**config.mk**
```make
export PLATFORM = sky130hd
export DESIGN_NAME = serial_addsub_seq_flat
export DESIGN_NICKNAME = d
export VERILOG_FILES = /design/src/rtl/serial_addsub_seq_if.sv /design/src/rtl/serial_addsub_seq.sv /design/src/flat_wrapper.sv
export SDC_FILE = /design/constraint.sdc
export NUM_CORES = 1
export LEC_CHECK = 0
export ABC_AREA = 1
export ABC_CLOCK_PERIOD_IN_PS = 1150
export BUFFER_PORTS_ARGS = -buffer_cell sky130_fd_sc_hd__buf_2
export CAP_MARGIN = 40
export CORE_ASPECT_RATIO = 1.2
export CORE_MARGIN = 2
export CORE_UTILIZATION = 47
export CTS_CLUSTER_SIZE = 40
export DETAILED_ROUTE_END_ITERATION = 10
export PLACE_DENSITY = 0.77
export SYNTH_ARGS = -nofsm -noshare
export SYNTH_HDL_FRONTEND = slang
export SYNTH_SLANG_ARGS = --single-unit
```
**constraint.sdc**
```tcl
create_clock -name clk -period 1.15 [get_ports clk]
set_input_delay 0.23 -clock clk [delete_from_list [all_inputs] [get_ports clk]]
set_output_delay 0.23 -clock clk [all_outputs]
set_load 0.02 [all_outputs]
```
**src/rtl/serial_addsub_seq_if.sv**
```systemverilog
// Handshake bundle for serial_addsub_seq.
//   master: operand producer / result consumer
//     (drives in_valid, a, b, m, out_ready)
//   slave : the add/sub unit
//     (drives in_ready, out_valid, s, cout, v)
interface serial_addsub_seq_if #(
  parameter int WIDTH = 4
);
  logic             in_valid;
  logic             in_ready;
  logic [WIDTH-1:0] a;
  logic [WIDTH-1:0] b;
  logic             m;
  logic             out_valid;
  logic             out_ready;
  logic [WIDTH-1:0] s;
  logic             cout;
  logic             v;

  modport master (
    output in_valid, a, b, m, out_ready,
    input  in_ready, out_valid, s, cout, v
  );

  modport slave (
    input  in_valid, a, b, m, out_ready,
    output in_ready, out_valid, s, cout, v
  );
endinterface

```
**src/rtl/serial_addsub_seq.sv**
```systemverilog
// Bit-serial add/subtract unit. Computes A+B (m=0) or A-B (m=1) LSB-first
// through a single full-adder slice, one bit per clock.
//   clk      : rising-edge clock
//   rst      : synchronous active-high reset
//   bus      : slave side of serial_addsub_seq_if
//              in_valid/in_ready  operand handshake (a, b, m)
//              out_valid/out_ready result handshake (s, cout, v)
// An operation accepted at edge T presents its result after edge T+WIDTH.
module serial_addsub_seq #(
  parameter int WIDTH = 4,
  parameter int CNT_W = 3
) (
  input logic               clk,
  input logic               rst,
  serial_addsub_seq_if.slave bus
);

  typedef enum logic [1:0] {
    IDLE,
    BUSY,
    DONE
  } state_t;

  state_t           state;
  state_t           state_next;

  logic [WIDTH-1:0] a_q;
  logic [WIDTH-1:0] bx_q;
  logic [WIDTH-1:0] s_q;
  logic             carry;
  logic             cout_q;
  logic             v_q;
  logic [CNT_W-1:0] cnt;

  logic             accept;
  logic             last;
  logic             sum_bit;
  logic             carry_next;

  assign accept = bus.in_valid && (state == IDLE);

  // Operands are shifted right each BUSY cycle, so bit 0 always holds bit cnt.
  always_comb begin
    sum_bit    = a_q[0] ^ bx_q[0] ^ carry;
    carry_next = (a_q[0] & bx_q[0]) | (a_q[0] & carry) | (bx_q[0] & carry);
    last       = (cnt == CNT_W'(WIDTH - 1));
  end

  always_comb begin
    state_next = state;
    case (state)
      IDLE:    if (accept) state_next = BUSY;
      BUSY:    if (last) state_next = DONE;
      DONE:    if (bus.out_ready) state_next = IDLE;
      default: state_next = IDLE;
    endcase
  end

  always_ff @(posedge clk) begin
    if (rst) state <= IDLE;
    else     state <= state_next;
  end

  always_ff @(posedge clk) begin
    if (rst) begin
      a_q    <= '0;
      bx_q   <= '0;
      s_q    <= '0;
      carry  <= 1'b0;
      cout_q <= 1'b0;
      v_q    <= 1'b0;
      cnt    <= '0;
    end else begin
      case (state)
        IDLE: begin
          if (accept) begin
            // Subtract as A + ~B + 1: invert B here, inject the +1 as carry-in.
            a_q   <= bus.a;
            bx_q  <= bus.b ^ {WIDTH{bus.m}};
            carry <= bus.m;
            cnt   <= '0;
          end
        end
        BUSY: begin
          a_q   <= a_q >> 1;
          bx_q  <= bx_q >> 1;
          s_q   <= {sum_bit, s_q[WIDTH-1:1]};
          carry <= carry_next;
          cnt   <= cnt + CNT_W'(1);
          if (last) begin
            cout_q <= carry_next;
            v_q    <= carry ^ carry_next;
          end
        end
        default: ;
      endcase
    end
  end

  assign bus.in_ready  = (state == IDLE);
  assign bus.out_valid = (state == DONE);
  assign bus.s         = s_q;
  assign bus.cout      = cout_q;
  assign bus.v         = v_q;

endmodule
```
**src/flat_wrapper.sv**
```systemverilog
// flat-port wrapper written by rule: the top's interface ports become plain ports
module serial_addsub_seq_flat 
#(
  parameter int WIDTH = 4,
  parameter int CNT_W = 3
)
  (clk, rst, bus_in_valid, bus_a, bus_b, bus_m, bus_out_ready, bus_in_ready, bus_out_valid, bus_s, bus_cout, bus_v);
  serial_addsub_seq_if #(.WIDTH(WIDTH)) bus_i ();
  input logic clk;
  input logic rst;
  input wire logic [$bits(bus_i.in_valid)-1:0] bus_in_valid;
  input wire logic [$bits(bus_i.a)-1:0] bus_a;
  input wire logic [$bits(bus_i.b)-1:0] bus_b;
  input wire logic [$bits(bus_i.m)-1:0] bus_m;
  input wire logic [$bits(bus_i.out_ready)-1:0] bus_out_ready;
  output wire logic [$bits(bus_i.in_ready)-1:0] bus_in_ready;
  output wire logic [$bits(bus_i.out_valid)-1:0] bus_out_valid;
  output wire logic [$bits(bus_i.s)-1:0] bus_s;
  output wire logic [$bits(bus_i.cout)-1:0] bus_cout;
  output wire logic [$bits(bus_i.v)-1:0] bus_v;
  assign bus_i.in_valid = bus_in_valid;
  assign bus_i.a = bus_a;
  assign bus_i.b = bus_b;
  assign bus_i.m = bus_m;
  assign bus_i.out_ready = bus_out_ready;
  assign bus_in_ready = bus_i.in_ready;
  assign bus_out_valid = bus_i.out_valid;
  assign bus_s = bus_i.s;
  assign bus_cout = bus_i.cout;
  assign bus_v = bus_i.v;
  serial_addsub_seq #(.WIDTH(WIDTH), .CNT_W(CNT_W)) u_core (.clk(clk), .rst(rst), .bus(bus_i));
endmodule
```
==> results of run 1 <==
==> timing repair <==
item / 4_1_cts / 5_1_grt
setup buffers: 1 / 1
pin swaps: 6 / 6
setup endpoints to repair: 8 / 16
gates resized for setup: 17 / 16
==> power by group <==
part / internal, mW / leakage [nW] / switching [mW]
logic: 0.113 / 0.406 / 0.169
registers: 0.734 / 0.167 / 0.0310
clock network: 0.352 / 0.0279 / 0.217
total: 1.20 / 0.601 / 0.416
==> sequential cells by signal, indices dropped and copies added (netlist names) <==
name and count:
u_core.a_q 4, u_core.bus.s 4, u_core.bus.cout 1, u_core.cnt 3, u_core.state 2, u_core.bx_q 4
u_core.carry 1, u_core.bus.v 1
==> per-stage QoR <==
stage                     hold slack, ps  std cells  TNS (ps)  area (sq um)  total power [mW]
after global routing                 174        186      -250          1250              1.70
final                                168        186     -66.7          1250              1.62
after global placement               454        180         0          1100              1.02
after detailed placement             462        180     -97.5          1100              1.03
after CTS                            161        185     -58.0          1190              1.61
after floorplan                      299        139         0           978             0.955
==> logic make-up after synthesis <==
family,count (synthesis),share of synthesized area (%)
adders and majority gates,3,4.62
DFF,20,41.0
buffers and inverters,19,10.0
AOI/OAI and AO/OA,13,6.67
xor gates and xnor gates,2,1.80
and+or+nand+nor,82,35.9
==> cells in the final DEF (no fill, tap or decap), types with 4 or more instances in the layout <==
master,synthesis,routed
nor2_1,37,34
o21ai_0,6,4
dfxtp_2,0,4
a21oi_1,7,6
inv_1,14,11
buf_4,0,6
nand3_1,10,10
dfxtp_1,20,14
nand2_1,29,27
buf_2,0,18
==> worst reg2reg max path: cells and delay by family (launching register included) <==
family        cells  cell delay (ps)
fa+ha+maj         1              420
flops             1              350
xor+xnor          1              160
simple gates      2              160
==> path summary, 6_finish.rpt <==
kind | slack [ps] | end | cells past startpoint
max | -40 | u_core.bus.v | 4
min | 170 | u_core.state[1] | 4
max reg2reg | -40 | u_core.bus.v | 4
min reg2reg | 480 | u_core.bus.cout | 2
==> area by class of cell <==
| type | count | area (sq um) |
|---|---|---|
| tap | 20 | 25.0 |
| clock buffer | 3 | 22.5 |
| fill | 186 | 756 |
| sequential | 20 | 413 |
| clock inverter | 1 | 30.0 |
| inverter | 16 | 70.1 |
| timing repair buffer | 26 | 158 |
| multi-input combinational | 100 | 531 |
==> layer usage <==
metal	GRT usage, %	up-vias	share of wire, %
li1	-	480	-
met2	37.6	22	55
met1	18.6	419	40
met5	0	-	0
met3	4.03	2	3.3
met4	10.8	0	0.86
==> synth_stat cells (2+ instances only) <==
master,n
nand2_1,29
nand3_1,10
ha_1,2
dfxtp_1,20
nand2_2,3
nor2_1,37
xor2_1,2
inv_1,14
o21ai_0,6
a21oi_1,7
nand2_4,2
==> out/results.tsv, run 1 <==
stage	metric	value	unit
routing	total number of vias	923	
final_layout	diode count	0	
timing	fin crit share	103	%
global_route	first-pass GRT wire length	3.44	mm
placement	dpl ws	-68.7	ps
yosys	Distinct cells, synth	18	
clock_tree	TritonCTS Buffers	3	
timing	fmax	841	MHz
die	I/O pin count	21	
outcome	outcome	complete, but fails checks	
yosys	Ys Warns	0	
die	chip width	45.6	um
timing	Max Slew Vio Count	0	
pwr	worst ir drop on vdd	0.945	mV
worst_setup_path	CP max stage delay	420	ps
global_route	antenna violations before repair	0	
final_layout	Core Util, Final	62.3	%
clock_tree	worst-skew pair later-pin latency	300	ps
yosys	Post-synth top flop	dfxtp_1	
global_route	GRT overflow	0	
yosys	sequential share of the synthesized area	41.0	%
global_route	global-route usage over all layers	19.6	%
routing	drt first pass iters	4	
worst_setup_path	CP Buf/Inv Count	0	
timing	Final min period	1190	ps
clock_tree	CTS root buffer	clkbuf_4	
outcome	failing checks	setup timing	
timing	RSZ-0062 raised after global routing	yes	
timing	Slew Limit Headroom	86.0	%
clock_tree	CTS Buffer Depth	2	
routing	final wirelength	2.10	mm
final_layout	Final Net Count	183	
worst_setup_path	Crit path required time	1350	ps
pwr	Leakage	0.601	nW
global_route	pin count of the biggest net entering global routing	15	
final_layout	synthesis-to-finish area growth	27.9	%
die	starting density of the core	48.7	%
yosys	Mapped Cells	139	
yosys	Post-Syn Area	976	sq um
placement	detailed-placement wirelength estimate	1.55	mm
timing	final clock skew	1.35	ps
routing	post-route ant nets	0	
global_route	vias in the first global route	918	
die	row cnt	18	
routing	vias per inst	4.96	
min_path	Hold/Removal Path Class	in2reg	
yosys	Synth Register Bits	20	
worst_setup_path	CP top delay family	adder cells	
routing	WL/cell	11.3	um
placement	Placer Congestion	0.829	
yosys	Mapped Nets	155	
clock_tree	hold_buf cts	0	
clock_tree	TritonCTS clock tree	yes	
worst_setup_path	crit path cell chain	fa_2 > xor2_1 > nor2_1 > nor2_1	
routing	DRC	0	
die	Die H	53.9	um
pwr	Power Dens Cells	1290	nW/um^2
worst_setup_path	WP data arrival	1390	ps
yosys	most area-hungry cell type in the Yosys netlist	dfxtp_1	
min_path	Worst Min Path Start	bus_out_ready	
flow_run	max cap viols	0	
timing	fin worst setup slack	-39.6	ps
routing	First DRT Iteration DRCs	8	
die	Core Footprint	2000	sq um
worst_setup_path	Crit-path slowest cell	fa_2	
yosys	top cells by area, synth	dfxtp_1, nor2_1, nand2_1	
yosys	EDFF count, synth	0	
clock_tree	H-tree depth	1	
clock_tree	clk sinks	20	
worst_setup_path	CP Class	reg2reg	
timing	Final Hold Fails	0	
yosys	Synth Area per Inst	7.02	sq um
yosys	post-synth top area share	41.0	%
placement	IO buf count	20	
die	die area	2460	sq um
timing	Final setup violation count	3	
worst_setup_path	origin of the critical flop-to-flop path	u_core.carry	
timing	worst slew pin tran	210	ps
clock_tree	Clock transition at path regs	110	ps
worst_setup_path	startpoint types	flip-flop	
yosys	Async SR Flop Fraction	0	%
worst_setup_path	most used cell, CP	nor2_1	
worst_setup_path	CP startpoint	u_core.carry	
worst_setup_path	crit path max fanout	3	
worst_setup_path	Worst setup EP type	flip-flop	
final_layout	layout cells sized above 1	33.7	%
Note: power is estimated with default switching activity, not from simulation.
==> inputs of run 2 (changes only) <==
Settings changed: PLACE_DENSITY 0.77 to default, PLACE_DENSITY_LB_ADDON from default to 0.3.
==> run 2 against run 1 <==
Compared with the run above:
- the run still ends with setup timing left
- combinational power shrank 2%
- final cell count grew 0.54%
- core utilization shrank 1.3 points
- die area is the same
- sequential share of layout area grew 0.81 points
- total power shrank 9.7%
- clock skew grew 5.7 ps
- setup slack is essentially flat
- critical path depth shrank 1
- routed wire length shrank 3.2%
- cell area shrank 2.1%
- largest power group unchanged
- highest routed layer unchanged
==> out/results.tsv, run 2 (synthesized netlist as in run 1, its figures left out) <==
stage	metric	value	unit	change
clock_tree	worst-skew pair later-pin latency	310	ps	about the same
final_layout	most frequent cells in the layout	nor2_1, nand2_1, buf_2		
worst_setup_path	Crit path required time	920	ps	-430 ps
clock_tree	clk sinks	20		unchanged
clock_tree	TritonCTS Buffers	3		unchanged
timing	Final Hold Fails	0		unchanged
global_route	antenna violations before repair	0		unchanged
timing	fin crit share	103	%	about the same
worst_setup_path	Crit-path slowest cell	dfxtp_4		
pwr	worst ir drop on vdd	0.865	mV	-8.5%
global_route	vias in the first global route	862		-6.1%
final_layout	layout cells sized above 1	33.5	%	-0.20 points
routing	First DRT Iteration DRCs	6		-2
timing	Slew Limit Headroom	86.7	%	+0.71 points
global_route	pin count of the biggest net entering global routing	15		unchanged
worst_setup_path	CP Class	reg2out		
final_layout	Core Util, Final	61.0	%	-1.3 points
final_layout	fin area	1220	sq um	-2.1%
placement	placement-stage cell area	1100	sq um	unchanged
routing	total number of vias	918		-0.54%
timing	fmax	840	MHz	about the same
global_route	GRT overflow	0		unchanged
clock_tree	TritonCTS clock tree	yes		
min_path	Hold/Removal Path Class	in2reg		
routing	drt first pass iters	4		unchanged
routing	DRC	0		unchanged
placement	Placer Congestion	0.810		-2.3%
flow_run	max cap viols	0		unchanged
die	chip width	45.6	um	unchanged
worst_setup_path	crit path cell chain	inv_6 > nor2_4 > buf_6		
timing	RSZ-0062 raised after global routing	yes		
placement	dpl ws	-19.9	ps	+48.8 ps
timing	fin worst setup slack	-40.0	ps	-0.419 ps
routing	post-route ant nets	0		unchanged
final_layout	diode count	0		unchanged
clock_tree	CTS Buffer Depth	2		unchanged
routing	vias per inst	4.91		-1.1%
clock_tree	Clock transition at path regs	120	ps	about the same
die	row cnt	18		unchanged
clock_tree	H-tree depth	1		unchanged
placement	DP Cell Count	180		unchanged
worst_setup_path	CP Buf/Inv Count	2		+2
pwr	Leakage	0.603	nW	+0.27%
routing	final wirelength	2.03	mm	-3.2%
worst_setup_path	CP max stage delay	400	ps	-20 ps
die	Core Footprint	2000	sq um	unchanged
die	Die H	53.9	um	unchanged
global_route	first-pass GRT wire length	3.46	mm	+0.58%
die	I/O pin count	21		unchanged
final_layout	synthesis-to-finish area growth	25.3	%	
final_layout	Final Net Count	184		+0.55%
placement	detailed-placement wirelength estimate	1.46	mm	-5.5%
timing	Max Slew Vio Count	0		unchanged
pwr	Overall Power	1.46	mW	-9.7%
worst_setup_path	CP top delay family	flip-flops		
die	die area	2460	sq um	unchanged
worst_setup_path	Worst setup EP type	output port		
final_layout	most common cell after layout, fill and taps aside	nor2_1		
worst_setup_path	startpoint types	flip-flop		
die	starting density of the core	48.7	%	unchanged
placement	IO buf count	20		unchanged
outcome	failing checks	setup timing		
timing	final clock skew	7.08	ps	+5.73 ps
clock_tree	hold_buf cts	0		unchanged
routing	WL/cell	10.8	um	-3.8%
worst_setup_path	WP data arrival	960	ps	-430 ps
timing	Final setup violation count	2		-1
global_route	global-route usage over all layers	19.8	%	+0.28 points
final_layout	Non-Filler Instances	187		+0.54%
outcome	outcome	complete, but fails checks		
pwr	Power Dens Cells	1190	nW/um^2	-7.8%
timing	Final min period	1190	ps	+0.419 ps
timing	worst slew pin tran	199	ps	-10.7 ps
worst_setup_path	crit path max fanout	3		unchanged
clock_tree	CTS root buffer	clkbuf_4		
==> run 2: worst paths after layout <==
path	cells after the start	from	endpoint	slack (ps)
worst max-delay path	3	u_core.state[1]	bus_out_valid	-40
worst min-delay path	3	bus_a[3]	u_core.a_q[3]	170
worst max register to register	4	u_core.carry	u_core.bus.v	10
worst min register to register	2	u_core.bus.cout	u_core.bus.cout	480
==> run 2: layout make-up <==
class | count | area [sq um]
Clock buffer | 4 | 36.3
Fill cell | 194 | 782
Inverter | 16 | 70.1
Multi-Input combinational cell | 100 | 512
Sequential cell | 20 | 414
Tap cell | 20 | 25.0
Timing Repair Buffer | 27 | 165
==> run 2: timing repair <==
item | 4_1_cts | 5_1_grt
pin swaps | 4 | 2
gates resized for setup | 14 | 15
buffers inserted | 1 | 2
setup endpoints to repair | 9 | 15
==> run 2: where the power goes <==
| group | switching, mW | internal (mW) |
|---|---|---|
| registers | 0.0301 | 0.735 |
| clock network | 0.223 | 0.193 |
| logic | 0.163 | 0.114 |
==> run 2: metrics by stage <==
step / hold WS [ps] / TNS [ps]
floorplan: 299 / 0
global placement: 454 / 0
detailed placement: 463 / -36.8
CTS: 173 / -69.7
global route: 170 / -242
finish: 173 / -64.5
==> run 2: routing by layer <==
metal,vias to the layer above,share of wire [%],GRT usage [%]
li1,483,-,-
met1,412,42,21.5
met2,18,53,36.9
met3,5,3.0,3.02
met4,0,2.1,8.82
met5,-,0,0
==> run 2: worst min-delay path: stages <==
cell and delay (ps):
buf_2 100, nand2_1 60, a21oi_1 50
==> inputs of run 3 (changes only) <==
--- a/config.mk
+++ b/config.mk
@@ -7,5 +7,5 @@
 export LEC_CHECK = 0
 export ABC_AREA = 1
-export ABC_CLOCK_PERIOD_IN_PS = 1150
+export ABC_CLOCK_PERIOD_IN_PS = 1000
 export BUFFER_PORTS_ARGS = -buffer_cell sky130_fd_sc_hd__buf_2
 export CAP_MARGIN = 40
==> constraint.sdc (replaced) <==
create_clock -name clk -period 1 [get_ports clk]
set_input_delay 0.05 -clock clk [delete_from_list [all_inputs] [get_ports clk]]
set_output_delay 0.05 -clock clk [all_outputs]
set_load 0.02 [all_outputs]
==> run 3 against run 2 <==
Compared with the run above:
- combinational power rose by 61%
- count of clock-buffer cells in the layout is 1 lower
- global-route usage increased by 1.5 points
- routed wire length rose by 27%
- clock skew decreased by 2.2 ps
- the flow still finishes with violations (setup timing)
- first-iteration DRC count grew to 3.2 times the previous value
- total power is 18% higher
- sequential share of layout area is 7.0 points lower
- clock power decreased by 7.4%
- non-clock buffer count grew 15
- setup slack worse by 140 ps
- register-to-register slack got worse by 190 ps
==> out/results.tsv, run 3 (synthesized netlist as in run 1, its figures left out) <==
stage	metric	value	unit	change
routing	total number of vias	1013		+10%
routing	final wirelength	2.57	mm	+27%
min_path	Hold/Removal Path Class	in2reg		
clock_tree	worst-skew pair later-pin latency	310	ps	about the same
worst_setup_path	Setup crit end	u_core.a_q[0]		
die	Core Footprint	2000	sq um	unchanged
timing	fin worst setup slack	-181	ps	-141 ps
timing	Max Slew Vio Count	0		unchanged
placement	IO buf count	20		unchanged
die	starting density of the core	48.7	%	unchanged
clock_tree	CTS root buffer	clkbuf_4		
global_route	GRT overflow	0		unchanged
pwr	worst ir drop on vdd	0.760	mV	-12%
timing	Final Hold Fails	0		unchanged
timing	worst slew pin tran	245	ps	+45.7 ps
worst_setup_path	WP data arrival	1420	ps	+460 ps
worst_setup_path	origin of the critical flop-to-flop path	u_core.state[1]		
routing	post-route ant nets	0		unchanged
worst_setup_path	Worst setup EP type	flip-flop		
die	Die H	53.9	um	unchanged
routing	vias per inst	4.99		+1.7%
final_layout	diode count	0		unchanged
placement	dpl ws	-114	ps	-94.4 ps
routing	DRC	0		unchanged
pwr	Leakage	0.713	nW	+18%
die	I/O pin count	21		unchanged
final_layout	synthesis-to-finish area growth	57.9	%	
final_layout	most frequent cells in the layout	nor2_1, nand2_1, buf_2		
timing	final clock skew	4.83	ps	-2.25 ps
timing	Slew Limit Headroom	83.7	%	-3.0 points
clock_tree	Clock transition at path regs	110	ps	about the same
global_route	first-pass GRT wire length	3.80	mm	+9.8%
pwr	Power Dens Cells	1120	nW/um^2	-6.4%
global_route	global-route usage over all layers	21.3	%	+1.5 points
worst_setup_path	FF-to-FF setup slack	-180	ps	-190 ps
worst_setup_path	CP startpoint	u_core.state[1]		
worst_setup_path	crit path max fanout	4		+1
timing	Final min period	1180	ps	
pwr	Overall Power	1.72	mW	+18%
die	chip width	45.6	um	unchanged
final_layout	layout cells sized above 1	48.1	%	+15 points
worst_setup_path	CP Class	reg2reg		
placement	detailed-placement wirelength estimate	1.59	mm	+8.6%
routing	drt first pass iters	4		unchanged
routing	First DRT Iteration DRCs	19		+13
timing	RSZ-0062 raised after global routing	yes		
die	row cnt	18		unchanged
flow_run	max cap viols	0		unchanged
clock_tree	CTS Buffer Depth	2		unchanged
worst_setup_path	Crit path required time	1240	ps	+320 ps
clock_tree	TritonCTS clock tree	yes		
placement	Placer Congestion	0.759		-6.3%
final_layout	Final Net Count	201		+9.2%
worst_setup_path	startpoint types	flip-flop		
outcome	failing checks	setup timing		
worst_setup_path	worst r2r dst	u_core.a_q[0]		
global_route	antenna violations before repair	0		unchanged
global_route	pin count of the biggest net entering global routing	15		unchanged
clock_tree	clk sinks	20		unchanged
final_layout	most common cell after layout, fill and taps aside	nor2_1		
final_layout	Fillers	137		-29%
clock_tree	TritonCTS Buffers	3		unchanged
timing	fmax	847	MHz	
routing	WL/cell	12.6	um	+17%
timing	Final setup violation count	18		+16
global_route	vias in the first global route	909		+5.5%
min_path	hold path depth	4		+1
timing	fin crit share	118	%	
outcome	outcome	complete, but fails checks		
die	die area	2460	sq um	unchanged
worst_setup_path	R2R cell count	7		+3
clock_tree	H-tree depth	1		unchanged
-- run 3: where the power goes --
part / internal [mW] / leakage, nW / switching (mW) / total, mW
Combinational: 0.200 / 0.532 / 0.245 / 0.445
Clock: 0.141 / 0.0138 / 0.245 / 0.386
Sequential: 0.845 / 0.167 / 0.0453 / 0.890
Total: 1.19 / 0.713 / 0.535 / 1.72
-- run 3: cell type report --
class | instances | area, sq um | share of cell area (%)
Clock buffer | 3 | 22.5 | 1.46
Inverter | 16 | 85.1 | 5.52
Multi-Input combinational cell | 101 | 652 | 42.3
Sequential cell | 20 | 414 | 26.9
Tap cell | 20 | 25.0 | 1.62
Timing Repair Buffer | 42 | 334 | 21.7
Timing Repair inverter | 1 | 8.76 | 0.568
-- run 3: worst min path at each step --
stage	from	end
6_report	bus_b[3]	u_core.bx_q[3]
2_1_floorplan	rst	u_core.cnt[1]
5_1_grt	bus_b[3]	u_core.bx_q[3]
3_3_place_gp	bus_a[3]	u_core.a_q[3]
4_1_cts	bus_b[3]	u_core.bx_q[3]
3_5_place_dp	bus_a[3]	u_core.a_q[3]
-- run 3: per-layer routing --
metal  share of wire, %  track usage (%)  up-vias
li1                   -                -      524
met1                 41             25.1      459
met2                 54             38.5       25
met3                2.7             2.01        5
met4                1.8             8.82        0
met5                  0                0        -
-- run 3: through the flow --
| stage | TNS, ps | util (%) | hold WS, ps | instances | instance area [sq um] |
|---|---|---|---|---|---|
| CTS | -970 | 69.4 | 43.7 | 199 | 1390 |
| floorplan | -191 | - | 112 | 139 | 1010 |
| global route | -2430 | 76.9 | 68.5 | 203 | 1540 |
| finish | -1420 | 76.9 | 40.3 | 203 | 1540 |
| global placement | -659 | 59.6 | 304 | 188 | 1190 |
| detailed placement | -1150 | 59.6 | 310 | 188 | 1190 |
-- run 3: critical path: stages (launching register included) --
cell     delay, ps
dfxtp_4        380
buf_6          120
nor2_4         160
buf_6          140
nand3_2         60
nand2_1         70
nor2_1          50
nor2_1         130
-- run 3: what timing repair did --
| action | CTS | global route |
|---|---|---|
| setup buffers | 4 | 2 |
| endpoints found under the hold margin | 4 | 0 |
| gates resized for setup | 31 | 31 |
| hold buffers | 4 | 0 |
| endpoints found under the setup margin | 22 | 22 |
| pin swaps | 11 | 19 |
| cloned | 0 | 2 |
